===== config.mk =====
export PLATFORM = sky130hd
export DESIGN_NAME = pu_riscv_mul_arbiter
export DESIGN_NICKNAME = d
export VERILOG_FILES = /design/src/rtl/pu_riscv_verilog_pkg.sv /design/src/rtl/pu_riscv_rr_arbiter2.sv /design/src/rtl/pu_riscv_mul_arbiter.sv
export SDC_FILE = /design/constraint.sdc
export NUM_CORES = 1
export LEC_CHECK = 0
export BUFFER_PORTS_ARGS = -buffer_cell sky130_fd_sc_hd__buf_2
export CELL_PAD_IN_SITES_DETAIL_PLACEMENT = 1
export CELL_PAD_IN_SITES_GLOBAL_PLACEMENT = 1
export CORE_AREA = 2 2 209 211
export DETAILED_ROUTE_END_ITERATION = 10
export DIE_AREA = 0 0 211 213
export PLACE_DENSITY = 0.68
export REMOVE_ABC_BUFFERS = 1
export SLEW_MARGIN = 40
export SYNTH_ARGS = -nofsm -noshare
export SYNTH_HDL_FRONTEND = slang
export SYNTH_HIERARCHICAL = 1
export SYNTH_SLANG_ARGS = --single-unit

===== constraint.sdc =====
create_clock -name clk -period 6.03 [get_ports clk]
set_input_delay 1.5075 -clock clk [delete_from_list [all_inputs] [get_ports clk]]
set_output_delay 1.5075 -clock clk [all_outputs]
set_load 0.01 [all_outputs]

===== src/rtl/pu_riscv_verilog_pkg.sv =====
// Shared definitions for the multiplier arbitration slice: multiply
// function encoding and the arbiter state enumeration.
package pu_riscv_verilog_pkg;

  localparam logic [1:0] MUL_OP_MUL    = 2'b00;
  localparam logic [1:0] MUL_OP_MULH   = 2'b01;
  localparam logic [1:0] MUL_OP_MULHSU = 2'b10;
  localparam logic [1:0] MUL_OP_MULHU  = 2'b11;

  typedef enum logic [1:0] {
    ARB_IDLE  = 2'd0,
    ARB_ISSUE = 2'd1,
    ARB_WAIT  = 2'd2,
    ARB_RESP  = 2'd3
  } arb_state_t;

endpackage


===== src/rtl/pu_riscv_rr_arbiter2.sv =====
// Two-way round-robin grant: a lone eligible requester wins outright,
// a tie goes to the requester named by prio. Grant is one-hot or zero.
module pu_riscv_rr_arbiter2 (
  input  logic [1:0] eligible,
  input  logic       prio,
  output logic [1:0] grant
);

  // Select the winner from the eligible mask and the current priority
  always_comb begin
    grant = 2'b00;
    case (eligible)
      2'b01:   grant = 2'b01;
      2'b10:   grant = 2'b10;
      2'b11:   grant = prio ? 2'b10 : 2'b01;
      default: grant = 2'b00;
    endcase
  end

endmodule


===== src/rtl/pu_riscv_mul_arbiter.sv =====
// Shares one non-pipelined multi-cycle multiplier between two requesters.
// Latches the granted operands, issues a single pulse, waits for the
// completion and returns the result to its owner with backpressure.
// A flushed owner still waits for mul_done since the multiplier cannot abort.
module pu_riscv_mul_arbiter
  import pu_riscv_verilog_pkg::*;
#(
  parameter int XLEN = 64,
  parameter int NREQ = 2
) (
  input  logic                   clk,
  input  logic                   rst,
  input  logic [NREQ-1:0]        req_valid,
  output logic [NREQ-1:0]        req_ready,
  input  logic [2*NREQ-1:0]      req_op,
  input  logic [NREQ-1:0]        req_w,
  input  logic [NREQ*XLEN-1:0]   req_opa,
  input  logic [NREQ*XLEN-1:0]   req_opb,
  input  logic [NREQ-1:0]        flush,
  output logic [NREQ-1:0]        rsp_valid,
  input  logic [NREQ-1:0]        rsp_ready,
  output logic [XLEN-1:0]        rsp_r,
  output logic                   mul_valid,
  output logic [1:0]             mul_op,
  output logic                   mul_w,
  output logic [XLEN-1:0]        mul_opa,
  output logic [XLEN-1:0]        mul_opb,
  input  logic                   mul_done,
  input  logic [XLEN-1:0]        mul_r,
  output logic                   busy
);

  arb_state_t      state_q, state_d;
  logic            prio_q;
  logic            killed_q;
  logic            owner_q;
  logic [1:0]      op_q;
  logic            w_q;
  logic [XLEN-1:0] opa_q, opb_q;
  logic [XLEN-1:0] rsp_r_q;

  logic [1:0]      eligible;
  logic [1:0]      grant;
  logic            take;
  logic            sel;
  logic            owner_flush;

  assign eligible    = req_valid & ~flush;
  assign sel         = grant[1];
  assign owner_flush = flush[owner_q];

  pu_riscv_rr_arbiter2 u_rr (
    .eligible (eligible),
    .prio     (prio_q),
    .grant    (grant)
  );

  // Next-state and handshake/strobe outputs for the arbitration FSM
  always_comb begin
    state_d   = state_q;
    req_ready = '0;
    mul_valid = 1'b0;
    rsp_valid = '0;
    take      = 1'b0;
    case (state_q)
      ARB_IDLE: begin
        if (!rst && (grant != 2'b00)) begin
          req_ready = grant;
          take      = 1'b1;
          state_d   = ARB_ISSUE;
        end
      end
      ARB_ISSUE: begin
        mul_valid = 1'b1;
        state_d   = ARB_WAIT;
      end
      ARB_WAIT: begin
        // A flush landing with the completion still kills the result
        if (mul_done) begin
          state_d = (killed_q || owner_flush) ? ARB_IDLE : ARB_RESP;
        end
      end
      ARB_RESP: begin
        rsp_valid[owner_q] = 1'b1;
        if (owner_flush || rsp_ready[owner_q]) begin
          state_d = ARB_IDLE;
        end
      end
      default: state_d = ARB_IDLE;
    endcase
  end

  // State, priority, kill flag, latched operands and result register
  always_ff @(posedge clk) begin
    if (rst) begin
      state_q  <= ARB_IDLE;
      prio_q   <= 1'b0;
      killed_q <= 1'b0;
      owner_q  <= 1'b0;
      op_q     <= 2'b00;
      w_q      <= 1'b0;
      opa_q    <= '0;
      opb_q    <= '0;
      rsp_r_q  <= '0;
    end else begin
      state_q <= state_d;
      if (take) begin
        owner_q <= sel;
        prio_q  <= ~sel;
        op_q    <= sel ? req_op[3:2] : req_op[1:0];
        w_q     <= sel ? req_w[1] : req_w[0];
        opa_q   <= sel ? req_opa[2*XLEN-1:XLEN] : req_opa[XLEN-1:0];
        opb_q   <= sel ? req_opb[2*XLEN-1:XLEN] : req_opb[XLEN-1:0];
      end
      if (state_q == ARB_WAIT && mul_done) begin
        killed_q <= 1'b0;
        if (!killed_q && !owner_flush) begin
          rsp_r_q <= mul_r;
        end
      end else if ((state_q == ARB_ISSUE || state_q == ARB_WAIT) && owner_flush) begin
        killed_q <= 1'b1;
      end
    end
  end

  assign mul_op  = op_q;
  assign mul_w   = w_q;
  assign mul_opa = opa_q;
  assign mul_opb = opb_q;
  assign rsp_r   = rsp_r_q;
  assign busy    = (state_q != ARB_IDLE);

endmodule

# After elaboration in Yosys (flattened, before gate mapping)
# Cells that the tools add are included.
dict set report word_totals {
  out_inout_bits 201
  rom_bits 0
  memories 0
  ram_bits 0
  regBits 200
  latch_bits 0
  inputBits 335
  elab_cells 63
}
dict set report op_classes {
  add_sub_neg 0
  multipliers 0
  n_eq_ne 9
  muxes 23
  bitwise_logic 3
  n_shift 0
  div 0
  order_cmp 2
  n_reduce_logical 17
}
# op count
set op_table {}
lappend op_table {{two-way mux 64 bit} 2}
lappend op_table {{two-way mux 2 bit} 9}
lappend op_table {{two-way mux 1 bit} 9}
lappend op_table {{== test 2 bit (second input constant)} 4}
lappend op_table {{case mux 2 bit (4 select lines)} 1}
lappend op_table {{inequality test 2 bit (second input constant)} 3}
lappend op_table {{case mux 2 bit (3 select lines)} 1}
lappend op_table {{logical AND 1 bit} 5}
lappend op_table {{== test 2 x 1 -> 1 bit (second input constant)} 2}
lappend op_table {{nonzero test 2 bit} 2}
lappend op_table {{zero test 1 bit} 3}
lappend op_table {{logical OR 1 bit} 3}
lappend op_table {{AND reduction 3 bit} 1}
lappend op_table {{bitwise AND 2 bit} 1}
lappend op_table {{zero test 2 bit} 1}
lappend op_table {{less-than comparator 1 x 2 -> 1 bit (second input constant)} 1}
lappend op_table {{NOT 2 bit} 1}
lappend op_table {{AND reduction 2 bit} 1}
lappend op_table {{OR reduction 2 bit} 1}
lappend op_table {{demux 1 bit (select 1 bit)} 1}
lappend op_table {{>= comparator 1 bit (second input constant)} 1}
lappend op_table {{NOT 1 bit} 1}

# Logic depth before layout (Yosys ltp)
dict set report logic_depth {
  ltp_word 8
  depth_mapped 10
  mapped_depth_nobuf 6
}

# Cells and area by module
# Netlist, hierarchy kept.
# mod cells_each area_per_inst_um2 seq_area_each_um2 instances
set modules_own_cells {}
lappend modules_own_cells {pu_riscv_mul_arbiter 1127 8649.5 4003.8 1}
lappend modules_own_cells {pu_riscv_rr_arbiter2 3 18.8 0.0 1}

# Worst setup path after synthesis
# Ideal clock, no wire load.
dict set report synth_path {
  kind {input to output}
  start {input req_valid[0]}
  end {output req_ready[0]}
  slack_ns 1.905
  arrival_time_ns 2.618
  required_time_ns 4.523
  n_path_buf 3
  stages 6
  path_cell_list {nor2b_1 -> a21boi_0 -> buf_2 -> buf_2 -> buf_1 -> and2_1}
}
dict set report synth_between {
  elab_chain_cells 7
  word_cells_on_any_way 9
  cone_classes {eq/ne (3); mux (3); bitwise (1); reduce/logical (2)}
}
# item line_no
set synth_rtl {}
lappend synth_rtl {{start, declared} pu_riscv_mul_arbiter.sv:13} ;# input logic [NREQ-1:0] req_valid,
lappend synth_rtl {{bitwise AND 2 bit (*)} pu_riscv_mul_arbiter.sv:48} ;# assign eligible = req_valid & ~flush;
lappend synth_rtl {{== test 2 bit / == test 2 x 1 -> 1 bit (equally long branches)} pu_riscv_rr_arbiter2.sv:12} ;# case (eligible)
lappend synth_rtl {{case mux 2 bit (3 select lines) (*)} pu_riscv_rr_arbiter2.sv:12}
lappend synth_rtl {{net grant[0]} pu_riscv_mul_arbiter.sv:43} ;# logic [1:0] grant;
lappend synth_rtl {{nonzero test 2 bit} pu_riscv_mul_arbiter.sv:67} ;# if (!rst && (grant != 2'b00)) begin
lappend synth_rtl {{logical AND 1 bit} pu_riscv_mul_arbiter.sv:67}
lappend synth_rtl {{two-way mux 2 bit (*)} pu_riscv_mul_arbiter.sv:67}
lappend synth_rtl {{two-way mux 2 bit (*)} pu_riscv_mul_arbiter.sv:65} ;# case (state_q)
lappend synth_rtl {{end, declared} pu_riscv_mul_arbiter.sv:14} ;# output logic [NREQ-1:0] req_ready,
# Mark *: on every way through the listed nets, which the timed path passes. The rest lies on a longest branch.

# Worst setup path after layout
dict set report layout_path {
  start {input flush[0]}
  end {output req_ready[0]}
}
dict set report layout_between {
  elab_chain_cells 8
  word_cells_on_any_way 10
  cone_classes {eq/ne (3); mux (3); bitwise (2); reduce/logical (2)}
}
# item line_no
set layout_rtl {}
lappend layout_rtl {{start, declared} pu_riscv_mul_arbiter.sv:19} ;# input logic [NREQ-1:0] flush,
lappend layout_rtl {{NOT 2 bit (*)} pu_riscv_mul_arbiter.sv:48}
lappend layout_rtl {{bitwise AND 2 bit (*)} pu_riscv_mul_arbiter.sv:48}
lappend layout_rtl {{net eligible[0]} pu_riscv_mul_arbiter.sv:42} ;# logic [1:0] eligible;
lappend layout_rtl {{== test 2 bit / == test 2 x 1 -> 1 bit (equally long branches)} pu_riscv_rr_arbiter2.sv:12}
lappend layout_rtl {{case mux 2 bit (3 select lines) (*)} pu_riscv_rr_arbiter2.sv:12}
lappend layout_rtl {{net grant[0]} pu_riscv_mul_arbiter.sv:43}
lappend layout_rtl {{nonzero test 2 bit} pu_riscv_mul_arbiter.sv:67}
lappend layout_rtl {{logical AND 1 bit} pu_riscv_mul_arbiter.sv:67}
lappend layout_rtl {{two-way mux 2 bit (*)} pu_riscv_mul_arbiter.sv:67}
lappend layout_rtl {{two-way mux 2 bit (*)} pu_riscv_mul_arbiter.sv:65}
# Marked as above.

==> out/summary.txt <==
outcome -> complete, no violations
full die area -> 0.04494 mm^2
PortBufs -> 535
cell area after synthesis -> 0.008668 mm^2
Detailed Place HPWL -> 26480 um
initial antenna violation count -> 5
num ports -> 536
clock buffer depth -> 2
gr ovfl total -> 0
number of global-route vias before repair -> 9757
grt peak-use layer -> met2
Min-Delay Path Class -> reg -> reg
Starting Density -> 0.2030
Die X -> 211 um
unrepaired setup endpoints after global routing -> false
Crit. End Element -> output port
clock tree sinks -> 200
TritonRoute pass-1 iters -> 4
flops & latches, synth -> 200
met2 Resource Use GR -> 0.2658
fraction of layout cells with a size suffix above 1 -> 0.3657
Post-synth EDFFs -> 0
critical hold path startpoint -> rsp_r[42]
core outline area -> 0.04270 mm^2
reg2reg start -> state_q[0]
peak supply drop -> 133.7 uV
largest net degree at the start of global routing -> 109
row cnt -> 76
cell taking the most area after synthesis -> dfxtp_1
total of max-cap violations -> 0
mux share of post-synthesis cell area -> 0.02945
Synth Area in Adders -> 0.005774
Clock Skew -> 0.01359 ns
TritonCTS clock tree -> yes
peak fanout along the critical path -> 4
dominant cells by area after synthesis -> dfxtp_1 (46%), nand2_1 (14%), a22oi_1 (9.4%)
GRT Util Overall -> 0.1537
Setup-failing EPs final -> 0
Yosys top cell area share -> 0.4619
vias -> 9623
Fin. Hold Viols -> 0
Avg Inst Size Synth -> 7.671 um^2
Post-Synth Simple-Gate Area -> 0.2102
CTS root buf -> clkbuf_16
Synth Area in XOR/XNOR -> 0
area grow syn2layout -> 41.44%
fin. max-slew vios -> 0
clk slew on worst S/H paths -> 0.07 ns
Yosys warning count -> 6
complex-gate fraction of the synthesized area -> 0.2299
critical path class -> in -> out
fin util -> 0.2872
met3 Usage GRT -> 0.04795
Nets -> 1934
DRC viols -> 0
Final min period -> 4.116 ns
CTS HTree Levels -> 4
Yosys cell types -> 33
critical path required time -> 4.52 ns
Final ANT Viol Nets -> 0
via-per-instance ratio -> 4.465
Startpoint Class -> primary input
chip height -> 213 um
routed len/inst -> 16.63 um
setup TNS -> 0 ns
worst relative slew slack -> 0.5018
TritonCTS buffer count -> 17
Crit path arrival time -> 2.61 ns
global-route wire length before repair -> 53540 um
Power Density -> 315.6 mW/mm^2
dominant synthesized flop cell -> dfxtp_1
FFs w/ async S/R, synth -> 0
# resized after CTS -> 0
worst slew pin tran -> 0.7474 ns
WL final -> 35830 um
main combinational cell family by area after synthesis -> compound AO/OA/AOI/OAI gates
Setup Buffers After CTS -> 0
final period utilization -> 0.6825
P_leak -> 5.580 nW
Critical Path Start -> flush[0]
met1 Use GR -> 0.1818
initial DRC count -> 388
Worst-Skew Late Latency -> 0.46 ns
Post-CTS Hold Buffers -> 0
RD Place Congestion -> 0.7893
Cells after Synth -> 1130
sequential area share after synthesis -> 0.4619
fmax -> 0.2430 GHz
-- layout by cell type, fill, tap and decap left out, drive strengths merged, types with 3 or more instances in the layout --
| cell | n |
|---|---|
| dfxtp | 200 |
| buf | 548 |
| a22o | 7 |
| ha | 4 |
| o21ai | 101 |
| clkbuf | 23 |
| mux2i | 24 |
| clkinvlp | 3 |
| a211oi | 26 |
| nor2b | 4 |
| nand2 | 329 |
| a22oi | 108 |
| nor2 | 134 |
| and2 | 3 |
| inv | 6 |
| clkinv | 4 |
| a21oi | 70 |
-- layout make-up --
class                           instances  area [um^2]
Antenna cell                            1        2.502
Clock buffer                           23        478.0
Multi-Input combinational cell        823         4168
Timing Repair Buffer                  548         2814
Fill cell                            5293        30440
Clock inverter                          9        92.59
Inverter                                5        18.77
Tap cell                              546        683.2
Sequential cell                       200         4004
-- sequential cells by signal, indices dropped and copies added (netlist names) --
| register | count |
|---|---|
| state_q | 2 |
| mul_opa | 64 |
| rsp_r | 64 |
| mul_opb | 64 |
| owner_q | 1 |
| killed_q | 1 |
| mul_w | 1 |
| prio_q | 1 |
| mul_op | 2 |
-- critical path, cell delays in order --
cell	delay (ns)
buf_2	0.12
nor2b_1	0.35
a21boi_4	0.33
and2_1	0.15
buf_2	0.15
-- routing by layer --
| layer | vias up | wire, um | share of wire |
|---|---|---|---|
| met5 | - | 30 | 0.00084 |
| met4 | 6 | 553 | 0.015 |
| met3 | 35 | 2361 | 0.066 |
| met2 | 357 | 17230 | 0.48 |
| met1 | 4482 | 15660 | 0.44 |
| li1 | 4743 | - | - |
-- synthesized netlist by cell type, types with 4 or more instances --
cell and n:
a22o_1 7, buf_6 14, buf_4 4, dfxtp_1 200, o21ai_0 100, inv_1 5
buf_2 18, nor2_1 134, a21oi_1 69, nand2_1 329, ha_1 4, buf_1 12
mux2i_1 24, clkbuf_1 54, a22oi_1 108, nor2b_1 4, a211oi_1 26
-- kinds of logic (layout without fill, tap and decap cells) --
| logic type | Yosys count | after routing |
|---|---|---|
| muxes | 25 | 25 |
| other | 0 | 1 |
| AOI/OAI and AO/OA | 320 | 320 |
| adders and majority gates | 4 | 4 |
| and+or+nand+nor | 474 | 474 |
| buffers and inverters | 107 | 585 |
| DFF | 200 | 200 |
-- power breakdown --
| part | switching (mW) | internal (mW) | leakage [nW] | total, mW |
|---|---|---|---|---|
| registers | 0.102 | 1.50 | 1.63 | 1.60 |
| clock network | 0.546 | 0.606 | 0.270 | 1.15 |
| logic | 0.696 | 0.421 | 3.68 | 1.12 |
| total | 1.34 | 2.52 | 5.58 | 3.87 |
-- final timing paths --
path                                endpoint  slack (ns)  depth (start not counted)
worst min-delay path               rsp_r[42]        0.45                          2
worst max register to register    mul_opb[9]        3.17                          8
worst min register to register     rsp_r[42]        0.45                          2
worst max-delay path            req_ready[0]        1.91                          5
-- through the flow --
stage               area (um^2)  setup slack [ns]  hold WS [ns]  std cells  power [mW]
CTS                       12230             1.919        0.4543       2153       3.952
global placement          11660             1.915        0.4389       2121       2.728
finish                    12260             1.914        0.4514       2155       3.869
floorplan                  8143            -9.120        0.4745       1028       2.234
detailed placement        11660             1.848        0.4437       2121       2.763
global route              12260             1.853        0.4690       2155       4.121
Note: power is estimated with default switching activity, not from simulation.
